### config.mk
export PLATFORM = sky130hd
export DESIGN_NAME = decode_pipe
export DESIGN_NICKNAME = d
export VERILOG_FILES = /design/src/rtl/decode_pipe_pkg.sv /design/src/rtl/decode_pipe_decode.sv /design/src/rtl/decode_pipe.sv
export SDC_FILE = /design/constraint.sdc
export NUM_CORES = 1
export LEC_CHECK = 0
export ABC_AREA = 1
export CORE_MARGIN = 2
export CORE_UTILIZATION = 50
export CTS_BUF_LIST = sky130_fd_sc_hd__clkbuf_8
export DETAILED_ROUTE_END_ITERATION = 10
export PLACE_DENSITY = 0.85
export SLEW_MARGIN = 40
export SYNTH_ARGS = -nofsm -noshare
export SYNTH_HDL_FRONTEND = slang
export SYNTH_SLANG_ARGS = --single-unit
### constraint.sdc
create_clock -name i_clk -period 1.95 [get_ports i_clk]
set_input_delay 0.195 -clock i_clk [delete_from_list [all_inputs] [get_ports i_clk]]
set_output_delay 0.195 -clock i_clk [all_outputs]
set_load 0.02 [all_outputs]
### src/rtl/decode_pipe_pkg.sv
// Shared decode definitions: RV32 opcodes, ALU operation codes, operand/write-back
// select encodings and the registered control bundle.
package decode_pipe_pkg;

  localparam int unsigned ALU_OP_BITS = 5;

  // Codes 0-9 are fixed by the earlier combinational control unit.
  typedef enum logic [ALU_OP_BITS-1:0] {
    ALU_ADD    = 5'd0,
    ALU_SUB    = 5'd1,
    ALU_SLL    = 5'd2,
    ALU_SLT    = 5'd3,
    ALU_SLTU   = 5'd4,
    ALU_XOR    = 5'd5,
    ALU_SRL    = 5'd6,
    ALU_SRA    = 5'd7,
    ALU_OR     = 5'd8,
    ALU_AND    = 5'd9,
    ALU_MUL    = 5'd10,
    ALU_MULH   = 5'd11,
    ALU_MULHSU = 5'd12,
    ALU_MULHU  = 5'd13,
    ALU_DIV    = 5'd14,
    ALU_DIVU   = 5'd15,
    ALU_REM    = 5'd16,
    ALU_REMU   = 5'd17
  } alu_op_e;

  typedef enum logic [1:0] {
    OP1_RS1  = 2'b00,
    OP1_PC   = 2'b01,
    OP1_ZERO = 2'b10
  } op1_sel_e;

  typedef enum logic [1:0] {
    WB_ALU = 2'b00,
    WB_MEM = 2'b01,
    WB_PC4 = 2'b10
  } wb_sel_e;

  localparam logic [6:0] OPC_LUI    = 7'b0110111;
  localparam logic [6:0] OPC_AUIPC  = 7'b0010111;
  localparam logic [6:0] OPC_JAL    = 7'b1101111;
  localparam logic [6:0] OPC_JALR   = 7'b1100111;
  localparam logic [6:0] OPC_BRANCH = 7'b1100011;
  localparam logic [6:0] OPC_LOAD   = 7'b0000011;
  localparam logic [6:0] OPC_STORE  = 7'b0100011;
  localparam logic [6:0] OPC_IMM    = 7'b0010011;
  localparam logic [6:0] OPC_REG    = 7'b0110011;
  localparam logic [6:0] OPC_FENCE  = 7'b0001111;
  localparam logic [6:0] OPC_SYSTEM = 7'b1110011;

  localparam logic [6:0] F7_BASE = 7'h00;
  localparam logic [6:0] F7_ALT  = 7'h20;
  localparam logic [6:0] F7_MEXT = 7'h01;

  typedef struct packed {
    alu_op_e  alu_op;
    op1_sel_e op1_sel;
    logic     op2_sel;
    wb_sel_e  mem_to_reg;
    logic     br_unsign;
    logic     branch;
    logic     jump;
    logic     mem_rden;
    logic     mem_wren;
    logic     rd_wren;
    logic     ctrl;
    logic     insn_vld;
    logic     multicycle;
    logic     md_div;
  } ctrl_t;

  // Register-register and immediate ALU ops share the funct3 mapping.
  function automatic alu_op_e alu_from_funct3(input logic [2:0] funct3, input logic alt);
    unique case (funct3)
      3'b000:  alu_from_funct3 = alt ? ALU_SUB : ALU_ADD;
      3'b001:  alu_from_funct3 = ALU_SLL;
      3'b010:  alu_from_funct3 = ALU_SLT;
      3'b011:  alu_from_funct3 = ALU_SLTU;
      3'b100:  alu_from_funct3 = ALU_XOR;
      3'b101:  alu_from_funct3 = alt ? ALU_SRA : ALU_SRL;
      3'b110:  alu_from_funct3 = ALU_OR;
      default: alu_from_funct3 = ALU_AND;
    endcase
  endfunction

endpackage

### src/rtl/decode_pipe_decode.sv
// Purely combinational RV32I(+M) decoder: instruction word to control bundle.
// Illegal encodings produce an all-zero bundle, so every strobe is inactive.
module rv_decode
  import decode_pipe_pkg::*;
#(
  parameter bit ENABLE_M = 1'b1
) (
  input  logic [31:0] instr,
  output ctrl_t       bundle
);

  logic [6:0] opcode;
  logic [2:0] funct3;
  logic [6:0] funct7;
  ctrl_t      d;
  logic       legal;

  assign opcode = instr[6:0];
  assign funct3 = instr[14:12];
  assign funct7 = instr[31:25];

  always_comb begin
    d     = '0;
    legal = 1'b0;
    unique case (opcode)
      OPC_LUI: begin
        legal     = 1'b1;
        d.op1_sel = OP1_ZERO;
        d.op2_sel = 1'b1;
        d.rd_wren = 1'b1;
      end
      OPC_AUIPC: begin
        legal     = 1'b1;
        d.op1_sel = OP1_PC;
        d.op2_sel = 1'b1;
        d.rd_wren = 1'b1;
      end
      OPC_JAL: begin
        legal        = 1'b1;
        d.op1_sel    = OP1_PC;
        d.op2_sel    = 1'b1;
        d.mem_to_reg = WB_PC4;
        d.jump       = 1'b1;
        d.ctrl       = 1'b1;
        d.rd_wren    = 1'b1;
      end
      OPC_JALR: begin
        legal        = (funct3 == 3'b000);
        d.op1_sel    = OP1_RS1;
        d.op2_sel    = 1'b1;
        d.mem_to_reg = WB_PC4;
        d.jump       = 1'b1;
        d.ctrl       = 1'b1;
        d.rd_wren    = 1'b1;
      end
      OPC_BRANCH: begin
        legal       = (funct3[2:1] != 2'b01);
        d.op1_sel   = OP1_PC;
        d.op2_sel   = 1'b1;
        d.branch    = 1'b1;
        d.ctrl      = 1'b1;
        d.br_unsign = (funct3[2:1] == 2'b11);
      end
      OPC_LOAD: begin
        legal        = (funct3 == 3'b000) || (funct3 == 3'b001) || (funct3 == 3'b010) ||
                       (funct3 == 3'b100) || (funct3 == 3'b101);
        d.op2_sel    = 1'b1;
        d.mem_to_reg = WB_MEM;
        d.mem_rden   = 1'b1;
        d.rd_wren    = 1'b1;
      end
      OPC_STORE: begin
        legal      = (funct3[2] == 1'b0) && (funct3[1:0] != 2'b11);
        d.op2_sel  = 1'b1;
        d.mem_wren = 1'b1;
      end
      OPC_IMM: begin
        d.op2_sel = 1'b1;
        d.rd_wren = 1'b1;
        // Only shifts carry funct7; SUB has no immediate form.
        unique case (funct3)
          3'b001: begin
            legal    = (funct7 == F7_BASE);
            d.alu_op = ALU_SLL;
          end
          3'b101: begin
            legal    = (funct7 == F7_BASE) || (funct7 == F7_ALT);
            d.alu_op = alu_from_funct3(funct3, funct7 == F7_ALT);
          end
          default: begin
            legal    = 1'b1;
            d.alu_op = alu_from_funct3(funct3, 1'b0);
          end
        endcase
      end
      OPC_REG: begin
        d.rd_wren = 1'b1;
        unique case (funct7)
          F7_BASE: begin
            legal    = 1'b1;
            d.alu_op = alu_from_funct3(funct3, 1'b0);
          end
          F7_ALT: begin
            legal    = (funct3 == 3'b000) || (funct3 == 3'b101);
            d.alu_op = alu_from_funct3(funct3, 1'b1);
          end
          F7_MEXT: begin
            legal        = ENABLE_M;
            d.alu_op     = alu_op_e'(5'd10 + {2'b00, funct3});
            d.multicycle = 1'b1;
            d.md_div     = funct3[2];
          end
          default: legal = 1'b0;
        endcase
      end
      OPC_FENCE:  legal = (funct3 == 3'b000);
      OPC_SYSTEM: legal = (instr == 32'h0000_0073) || (instr == 32'h0010_0073);
      default:    legal = 1'b0;
    endcase

    if (legal) begin
      bundle          = d;
      bundle.insn_vld = 1'b1;
    end else begin
      bundle = '0;
    end
  end

endmodule

### src/rtl/decode_pipe.sv
// Registered decode stage: rv_decode feeding a two-entry skid buffer with
// valid/ready on both sides, redirect flush and divider issue throttling.
module decode_pipe
  import decode_pipe_pkg::*;
#(
  parameter int unsigned XLEN       = 32,
  parameter int unsigned ALU_OP_W   = 5,
  parameter bit          ENABLE_M   = 1'b1,
  parameter int unsigned MD_LATENCY = 4
) (
  input  logic                i_clk,
  input  logic                i_rst_n,
  input  logic                i_flush,
  input  logic                i_valid,
  output logic                o_ready,
  input  logic [31:0]         i_instr,
  input  logic [XLEN-1:0]     i_pc,
  output logic                o_valid,
  input  logic                i_ready,
  output logic [31:0]         o_instr,
  output logic [XLEN-1:0]     o_pc,
  output logic [ALU_OP_W-1:0] o_alu_op,
  output logic [1:0]          o_op1_sel,
  output logic                o_op2_sel,
  output logic [1:0]          o_mem_to_reg,
  output logic                o_br_unsign,
  output logic                o_branch,
  output logic                o_jump,
  output logic                o_mem_rden,
  output logic                o_mem_wren,
  output logic                o_rd_wren,
  output logic                o_ctrl,
  output logic                o_insn_vld,
  output logic                o_multicycle
);

  localparam int unsigned CNT_W = $clog2(MD_LATENCY + 1);

  ctrl_t            dec;
  ctrl_t            main_ctrl;
  ctrl_t            skid_ctrl;
  logic [31:0]      main_instr;
  logic [31:0]      skid_instr;
  logic [XLEN-1:0]  main_pc;
  logic [XLEN-1:0]  skid_pc;
  logic             main_valid;
  logic             skid_valid;
  logic [CNT_W-1:0] cnt;
  logic             accept;

  rv_decode #(
    .ENABLE_M(ENABLE_M)
  ) u_decode (
    .instr  (i_instr),
    .bundle (dec)
  );

  // A flushed cycle never accepts, even while o_ready is high.
  assign accept  = i_valid & o_ready & ~i_flush;
  assign o_ready = ~skid_valid & (cnt == '0);

  always_ff @(posedge i_clk or negedge i_rst_n) begin
    if (!i_rst_n) begin
      main_valid <= 1'b0;
      skid_valid <= 1'b0;
      main_ctrl  <= '0;
      skid_ctrl  <= '0;
      main_instr <= '0;
      skid_instr <= '0;
      main_pc    <= '0;
      skid_pc    <= '0;
    end else if (i_flush) begin
      main_valid <= 1'b0;
      skid_valid <= 1'b0;
    end else if (main_valid && !i_ready) begin
      if (accept) begin
        skid_valid <= 1'b1;
        skid_ctrl  <= dec;
        skid_instr <= i_instr;
        skid_pc    <= i_pc;
      end
    end else if (skid_valid) begin
      // o_ready is low whenever skid is full, so nothing new arrives here.
      main_valid <= 1'b1;
      skid_valid <= 1'b0;
      main_ctrl  <= skid_ctrl;
      main_instr <= skid_instr;
      main_pc    <= skid_pc;
    end else begin
      main_valid <= accept;
      if (accept) begin
        main_ctrl  <= dec;
        main_instr <= i_instr;
        main_pc    <= i_pc;
      end
    end
  end

  // The divider stays busy across a flush, so the counter ignores it.
  always_ff @(posedge i_clk or negedge i_rst_n) begin
    if (!i_rst_n) begin
      cnt <= '0;
    end else if (accept && dec.md_div) begin
      cnt <= CNT_W'(MD_LATENCY);
    end else if (cnt != '0) begin
      cnt <= cnt - CNT_W'(1);
    end
  end

  assign o_valid      = main_valid;
  assign o_instr      = main_instr;
  assign o_pc         = main_pc;
  assign o_alu_op     = ALU_OP_W'(main_ctrl.alu_op);
  assign o_op1_sel    = main_ctrl.op1_sel;
  assign o_op2_sel    = main_ctrl.op2_sel;
  assign o_mem_to_reg = main_ctrl.mem_to_reg;
  assign o_br_unsign  = main_ctrl.br_unsign;
  assign o_branch     = main_ctrl.branch;
  assign o_jump       = main_ctrl.jump;
  assign o_mem_rden   = main_ctrl.mem_rden;
  assign o_mem_wren   = main_ctrl.mem_wren;
  assign o_rd_wren    = main_ctrl.rd_wren;
  assign o_ctrl       = main_ctrl.ctrl;
  assign o_insn_vld   = main_ctrl.insn_vld;
  assign o_multicycle = main_ctrl.multicycle;

endmodule

## Word-level counts from Yosys, hierarchy flattened

Index checks and enable logic that the tools add are counted.

- Register bits: 172
- Bits of input ports: 69
- Output and inout port bits: 85
- Word-level logic and storage cells: 132

- Add/subtract/negate cells: 2
- Eq/ne operators: 26
- Multiplexer cells: 36
- Bitwise gates (word level): 7
- Reduce and logical (&&, ||, !) cells: 27

Operators with widths:

| operator | count |
|---|---|
| $mux W32 | 4 |
| $mux W20 | 3 |
| $pmux W4 S7 | 2 |
| $eq A32 B21 Y1 const B | 1 |
| $eq A32 B7 Y1 const B | 1 |
| $eq A7 B6 Y1 const B | 4 |
| $eq A7 B7 Y1 const B | 4 |
| $pmux W4 S5 | 1 |
| $pmux W5 S2 | 2 |
| $pmux W5 S3 | 1 |
| $eq A7 B5 Y1 const B | 2 |
| $mux W1 | 13 |
| $eq A3 B3 Y1 const B | 3 |
| $reduce_or A3 Y1 | 3 |
| $pmux W1 S8 | 1 |
| $pmux W2 S2 | 2 |
| $reduce_or A8 Y1 | 1 |
| $eq A7 B1 Y1 const B | 1 |
| $eq A7 B2 Y1 const B | 1 |
| $eq A7 B4 Y1 const B | 1 |
| $logic_not A7 Y1 | 1 |
| $logic_or A1 B1 Y1 | 7 |
| $reduce_or A7 Y1 | 1 |
| $eq A3 B2 Y1 const B | 2 |
| 19 further kinds | 36 |

## Depth between registers and ports, before layout

Gate-level depths: netlist (run 1).

- Word-level depth: 9
- Depth in mapped cells: 15
- Depth with buffers taken out: 14

## Hierarchy

Synthesis (run 1) repeated with hierarchy kept, for this count alone.

- Cells, all modules: 1197
- Area total of the unflattened synthesis: 8483.1 µm²

Modules (own cells, without submodules):

| module | instances | cells an instance | area each (µm²) | sequential area each (µm²) |
|---|---|---|---|---|
| decode_pipe | 1 | 1017 | 7683.6 | 4279.1 |
| rv_decode | 1 | 180 | 799.5 | 0.0 |

## Least setup slack after synthesis (run 1)

No wires, ideal clock.

- Path kind: register to register
- From: reg cnt[0]
- To: reg skid_pc[11]
- Library setup time: 0.117 ns
- Data arrival time: 1.702 ns
- Data required time: 1.833 ns
- Setup slack: 0.131 ns
- Stages on the path, launching flop included: 12
- Path buffers: 2
- Clock period less this slack: 1.819 ns
- Path through: dfrtp_1 -> inv_1 -> ha_1 -> nand2_1 -> nor2_2 -> nand2_1 -> nor2_1 -> inv_2 -> buf_2 -> buf_1 -> nand2_1 -> nand2_1

- Cells in the longest elaborated chain, start to end: 5

RTL lines:

| item | RTL line | RTL |
|---|---|---|
| from (decl) | decode_pipe.sv:48 | `logic [CNT_W-1:0] cnt;` |
| from (signal assigned) | decode_pipe.sv:104 | `cnt <= CNT_W'(MD_LATENCY);` |
| from (signal assigned) | decode_pipe.sv:106 | `cnt <= cnt - CNT_W'(1);` |
| $logic_not A3 Y1 | decode_pipe.sv:60 | `assign o_ready = ~skid_valid & (cnt == '0);` |
| $and A1 B1 Y1 | decode_pipe.sv:60 |  |
| via o_ready | decode_pipe.sv:15 | `output logic o_ready,` |
| $and A1 B1 Y1 (2 in a row) | decode_pipe.sv:59 | `assign accept = i_valid & o_ready & ~i_flush;` |
| $reduce_and A3 Y1 (no line) | -- |  |
| to (signal assigned) | decode_pipe.sv:80 | `skid_pc <= i_pc;` |
| to (decl) | decode_pipe.sv:45 | `logic [XLEN-1:0] skid_pc;` |

The timed path passes the listed nets, and every way through them passes these cells.
A chain may end at the register's enable or synchronous reset.

## Worst setup path in the final report (run 1)

- From: reg cnt[0]
- To: reg skid_instr[8]

- Cells in the longest elaborated chain, start to end: 5

RTL lines:

| item | RTL line | RTL |
|---|---|---|
| $logic_not A3 Y1 | decode_pipe.sv:60 |  |
| $and A1 B1 Y1 | decode_pipe.sv:60 |  |
| $and A1 B1 Y1 (2 in a row) | decode_pipe.sv:59 |  |
| $reduce_and A3 Y1 (no line) | -- |  |
| to (signal assigned) | decode_pipe.sv:79 | `skid_instr <= i_instr;` |
| to (decl) | decode_pipe.sv:43 | `logic [31:0] skid_instr;` |

Every way passes these cells.

==> out/qor.csv, run 1 <==
stage;metric;value;unit
worst_setup_path;CP startpoint kind;register;
logic_synthesis;Synth Register Bits;169;
finish;share of layout cells above drive strength 1;0.0992;
pwr;power density over the cells;1260;nW/um^2
detailed_routing;drt wl/cell;15.2;um
logic_synthesis;top-area cell type share of the netlist area;0.550;
global_routing;vias in the first global route;6697;
finish;area grow syn2layout;33.4;%
pwr;Peak VDD IR;765;uV
worst_setup_path;flop2flop setup slack;0.10;ns
worst_setup_path;Worst Path Required;2.26;ns
detailed_routing;DR vias/cell;5.39;
global_routing;pin count of the biggest net entering global routing;89;
detailed_routing;post-route DRC violation count;0;
logic_synthesis;post-synthesis cell type count;31;
timing;relative slew slack;0.647;
floorplan;area of the die;16400;sq um
logic_synthesis;sequential share of the synthesized area;0.550;
global_routing;all-layer global routing usage;0.245;
timing;final critical-path required period;1.85;ns
finish;Ant. Diodes;0;
logic_synthesis;Synth Instances;967;
place;gpl congestion;0.915;
logic_synthesis;Syn Nets;1040;
logic_synthesis;Avg Cell Area, Syn;7.95;sq um
detailed_routing;violation count after the first detailed-route iteration;614;
finish;Total Nets Final;1209;
detailed_routing;Final ANT Viol Nets;0;
timing;Setup TNS;0;ns
floorplan;I/O pins;154;
cts;Clock Latency Late Sink;0.45;ns
pwr;P_leak;0.00498;uW
global_routing;initial antenna violation count;0;
floorplan;row cnt;45;
logic_synthesis;area of the mapped netlist;7690;sq um
global_routing;first-pass GRT wire length;32300;um
detailed_routing;drt pass-1 iters;6;
worst_setup_path;FF-to-FF Start;cnt[0];
cts;maximum buffer depth of the clock tree;2;
place;Port Buf Inserts;153;
min_path;Hold WC Path Type;in -> async;
worst_setup_path;crit path kind;reg -> reg;
timing;fmax;0.542;GHz
cts;CTS tree;done;
timing;Setup Viol. Count Final;0;
cts;Worst-path clk slew;0.08;ns
logic_synthesis;adder-cell area share of the yosys netlist;0.00651;
logic_synthesis;main combinational cell family by area after synthesis;simple AND/OR/NAND/NOR gates;
floorplan;Core Region;15100;sq um
timing;final worst path period share;0.947;
floorplan;Die Y;128;um
logic_synthesis;mux contribution to synthesized area;0;
timing;Min Hold Slack;0.276;ns
timing;Slew Limit Fails;0;
place;placed insts;1300;
cts;H-tree depth;4;
finish;most frequent cells in the layout;nand2_1, dfrtp_1, clkdlybuf4s50_1;
cts;post-CTS setup repair buffer count;0;
worst_setup_path;r2r endpoint;skid_instr[8];
timing;Worst Max-Slew Pin Slew;0.530;ns
job;max-cap violations;0;
detailed_routing;WL final;20400;um
logic_synthesis;Compound-Gate Fraction of Synth Area;0.103;
logic_synthesis;leading area contributor after synthesis;dfrtp_1;
worst_setup_path;r2r worst-path depth;10;
finish;Fill cells;1184;
cts;root buf cell;clkbuf_8;
cts;clock sink total;169;
finish;Final Instance Count excl. Fillers;1337;
finish;post-layout utilization of the core;0.680;
run_status;outcome;finished clean;
logic_synthesis;synth top area cells;dfrtp_1, nand2_1, nor2_1;
place;post-DP HPWL;13100;um
timing;unrepaired setup endpoints after global routing;yes;
global_routing;total gr overflow;0;
logic_synthesis;Synth Area in Simple Gates;0.281;
worst_setup_path;Max Fanout on Critical Path;88;
cts;TritonCTS buffer count;17;
timing;Hold Fails Final Rpt;0;
finish;most common cell after layout, fill and taps aside;nand2_1;
logic_synthesis;Synth Warn #;0;
floorplan;Initial Utilization;0.510;
logic_synthesis;post-synthesis xor/xnor area fraction;0.00114;
timing;Setup Skew;0.0129;ns
detailed_routing;routed vias;7200;
worst_setup_path;Worst Setup End Kind;register;
worst_setup_path;WP data arrival;2.16;ns
floorplan;DIE WIDTH;128;um
-- cell type report --
cell class              count  area, sq um  share of cell area
well taps                 188          235              0.0229
clock inverters            10          165              0.0161
flip-flops and latches    169         4230               0.412
multi-input cells         693         3020               0.295
repair buffers            207         2110               0.206
clock buffers              22          303              0.0295
inverters                  48          194              0.0189
-- cell families after synthesis --
kind of cell             after synthesis
AO/OA/AOI/OAI                        140
XOR/XNOR                               1
adder cells (fa/ha/maj)                4
buffers and inverters                105
flip-flops                           169
AND/OR/NAND/NOR                      548
-- how the worst max path moves through the flow --
stage	start	to	slack (ns)	cells past startpoint
finish	cnt[0]	skid_instr[8]	0.10	10
global route	cnt[0]	skid_instr[8]	-0.008	10
CTS	cnt[0]	o_ready	0.11	5
detailed placement	i_instr[5]	o_ctrl	-0.21	14
global placement	i_instr[13]	o_alu_op[0]	-0.07	10
floorplan	cnt[0]	skid_pc[11]	0.13	11
-- power breakdown --
part	leakage, uW	internal (uW)	switching [uW]	total (uW)
Sequential	0.00209	4670	641	5310
Clock	0.000233	1570	1260	2830
Combinational	0.00265	2290	2490	4770
-- cells in the mapped netlist (all sizes together) --
cell type and instances:
nor3 4, inv 47, o22ai 1, a31oi 64
dfrtp 169, nor2 120, clkbuf 24, buf 33
nand4 2, nand3 27, xnor2 1, o21bai 1
nand2 394, o31ai 1, ha 4, clkinv 1
o21a 1, and2 1, o21ai 43, a21oi 29
-- metrics by stage --
stage	setup WS (ns)	power (uW)	instance area (sq um)
after global placement	-0.0713	9910	9660
final	0.104	12900	10300
after floorplan	0.131	7710	7690
after global routing	-0.00796	13600	10300
after CTS	0.107	12900	10100
after detailed placement	-0.209	10100	9660
-- critical path, stage by stage (launching register included) --
cell	delay, ns
dfrtp_1	0.37
inv_1	0.10
ha_1	0.15
nand2_1	0.09
nor2_2	0.11
nand2_1	0.14
nor2_4	0.18
clkinv_2	0.09
buf_12	0.22
nand2_1	0.13
o21ai_0	0.10
-- timing repair --
action	4_1_cts	5_1_grt
hold buffers	1	0
endpoints found under the setup margin	1	28
resized for setup	1	7
gates cloned	0	4
endpoints found under the hold margin	48	0
-- routing by layer --
metal,part of all wire,up-vias,track usage
met5,0,-,0
met4,0.014,0,0.0737
met3,0.069,35,0.0522
met2,0.49,315,0.400
met1,0.43,3425,0.334
li1,-,3425,-
Note: power is estimated with default switching activity, not from simulation.
==> run 2: changes to the inputs <==
Clock period 1.95 ns to 2.1 ns, I/O delays scaled along.
==> out/qor.csv, run 2 (synthesis gave the netlist of run 1 again) <==
stage;metric;value;unit;change
run_status;outcome;finished clean;;
timing;final critical-path required period;1.94;ns;+0.0977 ns
timing;Worst Max-Slew Pin Slew;0.623;ns;+0.0929 ns
global_routing;vias in the first global route;6670;;-0.40%
global_routing;initial antenna violation count;0;;unchanged
finish;Ant. Diodes;0;;unchanged
global_routing;first-pass GRT wire length;32500;um;+0.54%
place;Port Buf Inserts;153;;unchanged
worst_setup_path;CP startpoint kind;register;;
global_routing;all-layer global routing usage;0.249;;+0.00308
detailed_routing;WL final;19900;um;-2.2%
floorplan;area of the die;16400;sq um;unchanged
floorplan;Initial Utilization;0.510;;unchanged
detailed_routing;drt pass-1 iters;5;;-1
worst_setup_path;delay-heaviest family, CP;simple AND/OR/NAND/NOR gates;;
timing;Setup Skew;0.00966;ns;-0.00323 ns
finish;Fill cells;1234;;+4.2%
timing;relative slew slack;0.585;;-0.0619
worst_setup_path;slowest cell on the critical path;dfrtp_1;;
worst_setup_path;most frequent cell on the critical path;nand2_1;;
timing;Slew Limit Fails;0;;unchanged
place;post-DP HPWL;12900;um;-1.8%
pwr;Total Power;11700;uW;-9.5%
worst_setup_path;flop2flop setup slack;0.16;ns;+0.05 ns
floorplan;I/O pins;154;;unchanged
cts;TritonCTS buffer count;17;;unchanged
timing;final worst path period share;0.925;;-0.0211
floorplan;row cnt;45;;unchanged
cts;Clock Latency Late Sink;0.46;ns;about the same
worst_setup_path;Bufs and invs on worst path;3;;unchanged
cts;CTS tree;done;;
cts;root buf cell;clkbuf_8;;
worst_setup_path;crit path cell chain;inv_1, ha_1, nand2_1, nor2_2, nand2_1, nand2_1, nand2_4, buf_4, buf_4, nor2_1, nand2_1, nand2_1;;
worst_setup_path;Worst Path Required;2.51;ns;+0.25 ns
worst_setup_path;r2r endpoint;o_ctrl;;
worst_setup_path;WP data arrival;2.35;ns;+0.19 ns
detailed_routing;DR vias/cell;5.36;;-0.39%
job;max-cap violations;0;;unchanged
place;gpl congestion;0.963;;+5.3%
finish;area grow syn2layout;30.3;%;
worst_setup_path;FF-to-FF Start;cnt[0];;
finish;register area;4230;sq um;unchanged
cts;clock sink total;169;;unchanged
floorplan;DIE WIDTH;128;um;unchanged
global_routing;pin count of the biggest net entering global routing;87;;-2.2%
worst_setup_path;Worst path max stage delay;0.37;ns;about the same
finish;Total Nets Final;1187;;-1.8%
cts;H-tree depth;4;;unchanged
finish;most common cell after layout, fill and taps aside;nand2_1;;
worst_setup_path;r2r worst-path depth;12;;+2
min_path;Hold WC Path Type;in -> async;;
pwr;P_leak;0.00486;uW;-2.4%
worst_setup_path;crit path kind;reg -> reg;;
cts;post-CTS setup repair buffer count;0;;unchanged
cts;Worst-path clk slew;0.09;ns;about the same
global_routing;total gr overflow;0;;unchanged
detailed_routing;routed vias;7054;;-2.0%
pwr;Peak VDD IR;641;uV;-16%
cts;maximum buffer depth of the clock tree;2;;unchanged
timing;unrepaired setup endpoints after global routing;no;;
floorplan;Die Y;128;um;unchanged
detailed_routing;post-route DRC violation count;0;;unchanged
timing;Hold Fails Final Rpt;0;;unchanged
floorplan;Core Region;15100;sq um;unchanged
pwr;power density over the cells;1170;nW/um^2;-7.3%
detailed_routing;Final ANT Viol Nets;0;;unchanged
worst_setup_path;Max Fanout on Critical Path;14;;-84%
finish;most frequent cells in the layout;nand2_1, dfrtp_1, clkdlybuf4s50_1;;
worst_setup_path;Worst Setup End Kind;register;;
detailed_routing;violation count after the first detailed-route iteration;542;;-12%
detailed_routing;drt wl/cell;15.2;um;-0.55%
timing;Setup TNS;0;ns;unchanged
finish;area occupied by multi-input gates;3030;sq um;about the same
finish;share of layout cells above drive strength 1;0.0790;;-0.0202
timing;Setup Viol. Count Final;0;;unchanged
timing;fmax;0.515;GHz;-5.0%
run 2: how the worst max path moves through the flow:
| stage | start | endpoint | slack (ns) | cells after the start |
|---|---|---|---|---|
| after floorplan | cnt[0] | skid_pc[11] | 0.28 | 11 |
| after global placement | i_instr[3] | o_alu_op[0] | 0.03 | 14 |
| after detailed placement | i_instr[5] | o_ctrl | -0.07 | 14 |
| after CTS | cnt[0] | o_pc[17] | 0.04 | 11 |
| after global routing | cnt[0] | o_ctrl | 0.004 | 12 |
| final | cnt[0] | o_ctrl | 0.16 | 12 |
run 2: area by class of cell:
cell class	instances	area share
inverter	48	0.0188
sequential	169	0.422
tap	188	0.0235
timing repair buffer	185	0.193
clock buffer	23	0.0316
clock inverter	9	0.00961
multi-input combinational	693	0.302
run 2: layer usage:
metal,vias up,share of wire,track usage
met5,-,0,0
li1,3377,-,-
met4,0,0.018,0.0782
met1,3373,0.42,0.333
met3,33,0.075,0.0601
met2,271,0.48,0.402
run 2: report_power, final:
| part | leakage [uW] | total, uW | internal [uW] | switching (uW) |
|---|---|---|---|---|
| registers | 0.00209 | 4920 | 4340 | 586 |
| logic | 0.00255 | 4360 | 2090 | 2270 |
| clock network | 0.000218 | 2410 | 1230 | 1170 |
| total | 0.00486 | 11700 | 7660 | 4030 |
run 2: what timing repair did:
action,in CTS,in global routing
endpoints found under the hold margin,44,0
hold buffers,1,0
resized for setup,1,10
endpoints found under the setup margin,1,25
cloned,0,2
run 2: metrics by stage:
| step | hold slack [ns] | cell area (sq um) | instances | worst slack, ns | utilization |
|---|---|---|---|---|---|
| finish | 0.269 | 10000 | 1315 | 0.156 | 0.664 |
| global route | 0.278 | 10000 | 1315 | 0.00394 | 0.664 |
| CTS | 0.251 | 9930 | 1313 | 0.0428 | 0.658 |
| detailed placement | 0.181 | 9510 | 1280 | -0.0676 | 0.630 |
| global placement | 0.182 | 9510 | 1280 | 0.0256 | 0.630 |
| floorplan | -0.0856 | 7690 | 967 | 0.281 | - |
